`config.mk`:
```
export PLATFORM = sky130hd
export DESIGN_NAME = rle_coeff_decoder
export DESIGN_NICKNAME = d
export VERILOG_FILES = /design/src/rtl/rle_coeff_decoder.sv
export SDC_FILE = /design/constraint.sdc
export NUM_CORES = 1
export LEC_CHECK = 0
export BUFFER_PORTS_ARGS = -buffer_cell sky130_fd_sc_hd__buf_2
export CORE_MARGIN = 5
export CORE_UTILIZATION = 45
export DETAILED_ROUTE_END_ITERATION = 6
export GPL_TIMING_DRIVEN = 1
export PLACE_DENSITY = 0.69
export SLEW_MARGIN = 15
export SYNTH_ARGS = -nofsm -noshare
export SYNTH_HDL_FRONTEND = slang
export SYNTH_SLANG_ARGS = --single-unit
```
`constraint.sdc`:
```
create_clock -name clk_in -period 3.4 [get_ports clk_in]
set_input_delay 0.34 -clock clk_in [delete_from_list [all_inputs] [get_ports clk_in]]
set_output_delay 0.34 -clock clk_in [all_outputs]
set_load 0.1 [all_outputs]
```
`src/rtl/rle_coeff_decoder.sv`:
```
// Run-length coefficient decoder: turns Huffman-decoded (RRRR,SSSS)+amplitude
// symbols into (run, value) beats for the zigzag stage, with DC prediction.
module rle_coeff_decoder (
  input  logic        clk_in,
  input  logic        rst_in,
  input  logic [7:0]  symbol_in,
  input  logic [10:0] amp_in,
  input  logic [1:0]  comp_in,
  input  logic        valid_in,
  input  logic        restart_in,
  output logic [11:0] value_out,
  output logic [5:0]  run_out,
  output logic        valid_out,
  output logic        block_done_out,
  output logic        error_out
);

  typedef enum logic {EXPECT_DC, EXPECT_AC} state_t;

  state_t      state_reg, state_next;
  logic [6:0]  pos_reg, pos_next;
  logic [11:0] value_reg, value_next;
  logic [5:0]  run_reg, run_next;
  logic        valid_reg, valid_next;
  logic        done_reg, done_next;
  logic        error_reg, error_next;
  logic [11:0] pred_reg [0:2];
  logic        pred_we, pred_clr;

  logic [3:0]  rrrr, ssss;
  logic [11:0] amp_mask, amp_bits, ext, pred_sel, dc_sum;
  logic        sign_set, dc_illegal;
  logic        is_eob, is_zrl, ac_illegal;
  logic [6:0]  ac_pos;
  logic [5:0]  ac_run;

  assign rrrr = symbol_in[7:4];
  assign ssss = symbol_in[3:0];

  // Top bit of the size field set means positive; otherwise the value is
  // amp - (2^S - 1), the usual one's-complement-style negative encoding.
  always_comb begin
    amp_mask = (12'd1 << ssss) - 12'd1;
    amp_bits = {1'b0, amp_in} & amp_mask;
    sign_set = |(amp_bits & ~(amp_mask >> 1));
    if (ssss == 4'd0)
      ext = 12'd0;
    else if (sign_set)
      ext = amp_bits;
    else
      ext = amp_bits - amp_mask;
  end

  always_comb begin
    case (comp_in)
      2'd0:    pred_sel = pred_reg[0];
      2'd1:    pred_sel = pred_reg[1];
      2'd2:    pred_sel = pred_reg[2];
      default: pred_sel = pred_reg[0];
    endcase
  end

  assign dc_sum     = pred_sel + ext;
  assign dc_illegal = (ssss > 4'd11) || (comp_in == 2'd3);

  // ZRL has RRRR=15, so pos+RRRR+1 already yields the +16 advance.
  always_comb begin
    is_eob = (symbol_in == 8'h00);
    is_zrl = (symbol_in == 8'hF0);
    if (is_eob) begin
      ac_pos = 7'd64;
      ac_run = 6'(7'd63 - pos_reg);
    end else begin
      ac_pos = pos_reg + 7'(rrrr) + 7'd1;
      ac_run = 6'(rrrr);
    end
    ac_illegal = (ssss > 4'd10) ||
                 ((ssss == 4'd0) && !is_eob && !is_zrl) ||
                 (ac_pos > 7'd64);
  end

  always_comb begin
    state_next = state_reg;
    pos_next   = pos_reg;
    value_next = value_reg;
    run_next   = run_reg;
    valid_next = 1'b0;
    done_next  = 1'b0;
    error_next = error_reg;
    pred_we    = 1'b0;
    pred_clr   = 1'b0;
    if (restart_in) begin
      state_next = EXPECT_DC;
      pos_next   = 7'd0;
      error_next = 1'b0;
      pred_clr   = 1'b1;
    end else if (valid_in) begin
      if (state_reg == EXPECT_DC) begin
        if (dc_illegal) begin
          error_next = 1'b1;
        end else begin
          valid_next = 1'b1;
          value_next = dc_sum;
          run_next   = 6'd0;
          pred_we    = 1'b1;
          pos_next   = 7'd1;
          state_next = EXPECT_AC;
        end
      end else begin
        if (ac_illegal) begin
          error_next = 1'b1;
        end else begin
          valid_next = 1'b1;
          value_next = ext;
          run_next   = ac_run;
          if (ac_pos == 7'd64) begin
            done_next  = 1'b1;
            pos_next   = 7'd0;
            state_next = EXPECT_DC;
          end else begin
            pos_next = ac_pos;
          end
        end
      end
    end
  end

  always_ff @(posedge clk_in or posedge rst_in) begin
    if (rst_in) begin
      state_reg <= EXPECT_DC;
      pos_reg   <= 7'd0;
      value_reg <= 12'd0;
      run_reg   <= 6'd0;
      valid_reg <= 1'b0;
      done_reg  <= 1'b0;
      error_reg <= 1'b0;
      for (int i = 0; i < 3; i++) pred_reg[i] <= 12'd0;
    end else begin
      state_reg <= state_next;
      pos_reg   <= pos_next;
      value_reg <= value_next;
      run_reg   <= run_next;
      valid_reg <= valid_next;
      done_reg  <= done_next;
      error_reg <= error_next;
      for (int i = 0; i < 3; i++) begin
        if (pred_clr)
          pred_reg[i] <= 12'd0;
        else if (pred_we && (comp_in == 2'(i)))
          pred_reg[i] <= dc_sum;
      end
    end
  end

  assign value_out      = value_reg;
  assign run_out        = run_reg;
  assign valid_out      = valid_reg;
  assign block_done_out = done_reg;
  assign error_out      = error_reg;

endmodule

```
==> flow_metrics.env <==
export IMPL_status="finished, violations left"
export IMPL_violations="negative setup slack"
export IMPL_dp_hpwl_um=10700
export IMPL_p_sw_frac=0.436
export IMPL_layout_commonest_cell="buf_4"
export IMPL_grt_antenna_before_repair=0
export IMPL_grt_use_total=0.238
export IMPL_finalSetupViolCount=40
export IMPL_fmax_mhz=226
export IMPL_grt_max_degree=54
export IMPL_wl_per_cell_um=17.6
export IMPL_fin_worst_skew_ns=0.00946
export IMPL_drive_gt1_frac=0.349
export IMPL_p_per_area_nw_per_um2=530
export IMPL_register_area_um2=1630
export IMPL_cap_violations=0
export IMPL_start_util=0.464
export IMPL_ctsHoldBuffers=0
export IMPL_p_comb_frac=0.514
export IMPL_nets=800
export IMPL_dr_pass1_iters=6
export IMPL_period_share=1.30
export IMPL_ios=46
export IMPL_maxSlewViolCount=0
export IMPL_worst_slew_pin_slew_ns=0.921
export IMPL_gr_total_overflow=0
export IMPL_slew_headroom=0.385
export IMPL_tritoncts="done"
export IMPL_antenna_cells=0
export IMPL_num_rows=37
export IMPL_synth_edf_count=0
export IMPL_ir_drop_uv=719
export IMPL_p_switching_w=0.00154
export IMPL_worstSetupPathType="in -> reg"
export IMPL_rsz0062_at_grt="yes"
export IMPL_clk_pin_slew_worst_paths_ns=0.08
export IMPL_ant_nets=0
export IMPL_clk_latency_ns=0.36
export IMPL_post_route_drc_count=0
export IMPL_grt_pass1_vias=5150
export IMPL_pre_cts_ws_ns=-1.27
export IMPL_routed_wl_um=15700
export IMPL_dieArea_um2=12900
export IMPL_place_congestion=0.956
export IMPL_synth_avg_cell_area_um2=7.89
export IMPL_synthTopCellsByArea="dfrtp_1 34%, nand2_1 8.2%, a21oi_1 7.3%"
export IMPL_cp_start_kind="input pin"
export IMPL_power_frac_clock=0.227
export IMPL_fin_area_um2=6660
export IMPL_die_height_um=114
export IMPL_hold_class="in -> async"
export IMPL_core_area_um2=10400
export IMPL_drt_iter0_markers=416
export IMPL_placed_cell_area_um2=5770
export IMPL_drt_vias_per_instance=5.86
export IMPL_root_buffer="clkbuf_8"
export IMPL_final_cell_mix="109 x buf_4, 96 x nand2_1, 65 x dfrtp_1, 56 x a21oi_1, 46 x nor2_1"
export IMPL_htreeDepth=3
export IMPL_yosys_register_bits=65
export IMPL_io_buffers=45
export IMPL_synth_cell_types=64
export IMPL_power_frac_seq=0.259
export IMPL_synth_top_flop_cell="dfrtp_1"
export IMPL_syn_to_final_growth_pct=37.7
export IMPL_synth_fp_nets=661
export IMPL_hold_viol_final=0
export IMPL_vias=5229
export IMPL_cts_buffers=9
export IMPL_required_ns=3.68
export IMPL_worst_path_max_fanout=8
export IMPL_yosys_area_top_type_share=0.336
export IMPL_worstPathArrival_ns=4.71
export IMPL_syn_cell_area_um2=4830
export IMPL_p_int_w=0.00199
export IMPL_synth_seq_area_share=0.336
export IMPL_synthArstFlopShare=1.00
export IMPL_num_fill_cells=875
export IMPL_p_leak_nw=3.04
export IMPL_fp_dieW_um=114
export IMPL_largest_register_ffs=36
export IMPL_multiInputGateArea_um2=3360
export IMPL_yosysTopAreaCell="dfrtp_1"
export IMPL_yosys_warnings=0
export IMPL_min_period_ns=4.43
export IMPL_syn_inst=613
export IMPL_cts_max_path_buffers=2
export IMPL_end_kind="register"
export IMPL_cts_sinks=65
export IMPL_grt_pass1_wl_um=25100
export IMPL_fin_ws_ns=-1.03
power groups by stage:
stage / sequential (W) / combinational [W] / clock (W)
2_1_floorplan: 0.00138 / 0.000580 / 0
3_3_place_gp: 0.000921 / 0.00148 / 0
3_5_place_dp: 0.000924 / 0.00150 / 0
4_1_cts: 0.000909 / 0.00167 / 0.000805
5_1_grt: 0.000918 / 0.00191 / 0.000849
6_report: 0.000913 / 0.00181 / 0.000802
stage by stage:
| stage | power [W] | std cells | TNS [ns] | utilization | hold slack (ns) |
|---|---|---|---|---|---|
| floorplan | 0.00196 | 613 | -30.86 | - | 0.474 |
| global placement | 0.00240 | 850 | -36.70 | 0.554 | 0.460 |
| detailed placement | 0.00242 | 850 | -39.25 | 0.554 | 0.468 |
| CTS | 0.00339 | 884 | -20.04 | 0.612 | 0.289 |
| global route | 0.00368 | 893 | -29.81 | 0.639 | 0.212 |
| finish | 0.00353 | 893 | -24.03 | 0.639 | 0.143 |
timing repair:
item,in CTS,in global routing
buffers inserted,19,9
pin swaps,27,46
setup endpoints to repair,42,44
resized for setup,46,42
metal layers:
layer	vias to the layer above	routed length [um]	global-route usage
met1	2512	6710	0.323
li1	2454	-	-
met3	31	1090	0.0393
met4	0	372	0.0761
met2	232	7570	0.389
met5	-	0	0
cell families (layout without fill, tap and decap cells):
| logic type | count (synthesis) | after routing | synth area share |
|---|---|---|---|
| AOI/OAI and AO/OA | 183 | 183 | 0.239 |
| xor gates and xnor gates | 22 | 22 | 0.0399 |
| adders and majority gates | 23 | 23 | 0.0626 |
| buffers and inverters | 59 | 203 | 0.0543 |
| DFF | 65 | 65 | 0.336 |
| muxes | 8 | 8 | 0.0168 |
| and+or+nand+nor | 253 | 253 | 0.251 |
cell type report:
class | instances | area share
clock inverters | 4 | 0.0111
flip-flops and latches | 65 | 0.244
inverters | 24 | 0.0137
clock buffers | 12 | 0.0248
multi-input cells | 489 | 0.505
repair buffers | 163 | 0.175
well taps | 136 | 0.0256
final timing paths:
path                              start            to  slack, ns  cells after the start
max                        symbol_in[1]  pred_reg[10]      -1.03                     23
min                              rst_in   pred_reg[1]       0.14                      2
max reg2reg                  pos_reg[0]  pred_reg[10]       0.17                     15
min reg2reg                  run_out[2]    run_out[2]       0.48                      2
max in group asynchronous        rst_in  pred_reg[32]       2.51                      3
min in group clk_in            valid_in     error_out       0.29                      3
cell usage after synthesis (12+ instances only):
cell,n
nand2_1,105
clkbuf_1,19
o21ai_0,27
nor3_1,18
a22oi_1,16
a21oi_1,71
nand3_1,13
buf_2,12
xnor2_1,15
dfrtp_1,65
inv_1,23
nor2_1,48
ha_1,21
worst max-delay path, cell delays in order:
cell and delay [ns]:
buf_6 0.09, or3_4 0.39, nor2_4 0.10, inv_2 0.06, ha_4 0.19, nand2_2 0.06
o21ai_2 0.05, a31o_2 0.20, or4_4 0.58, nor2_4 0.14, buf_4 0.15, buf_4 0.15
mux2i_1 0.26, a21oi_2 0.11, ha_2 0.35, buf_4 0.16, and2_4 0.18, a311oi_2 0.05
o41ai_2 0.43, a21oi_2 0.14, xnor2_2 0.26, nand2_1 0.11, a21oi_2 0.14
Power figures use the tool's default switching activity.
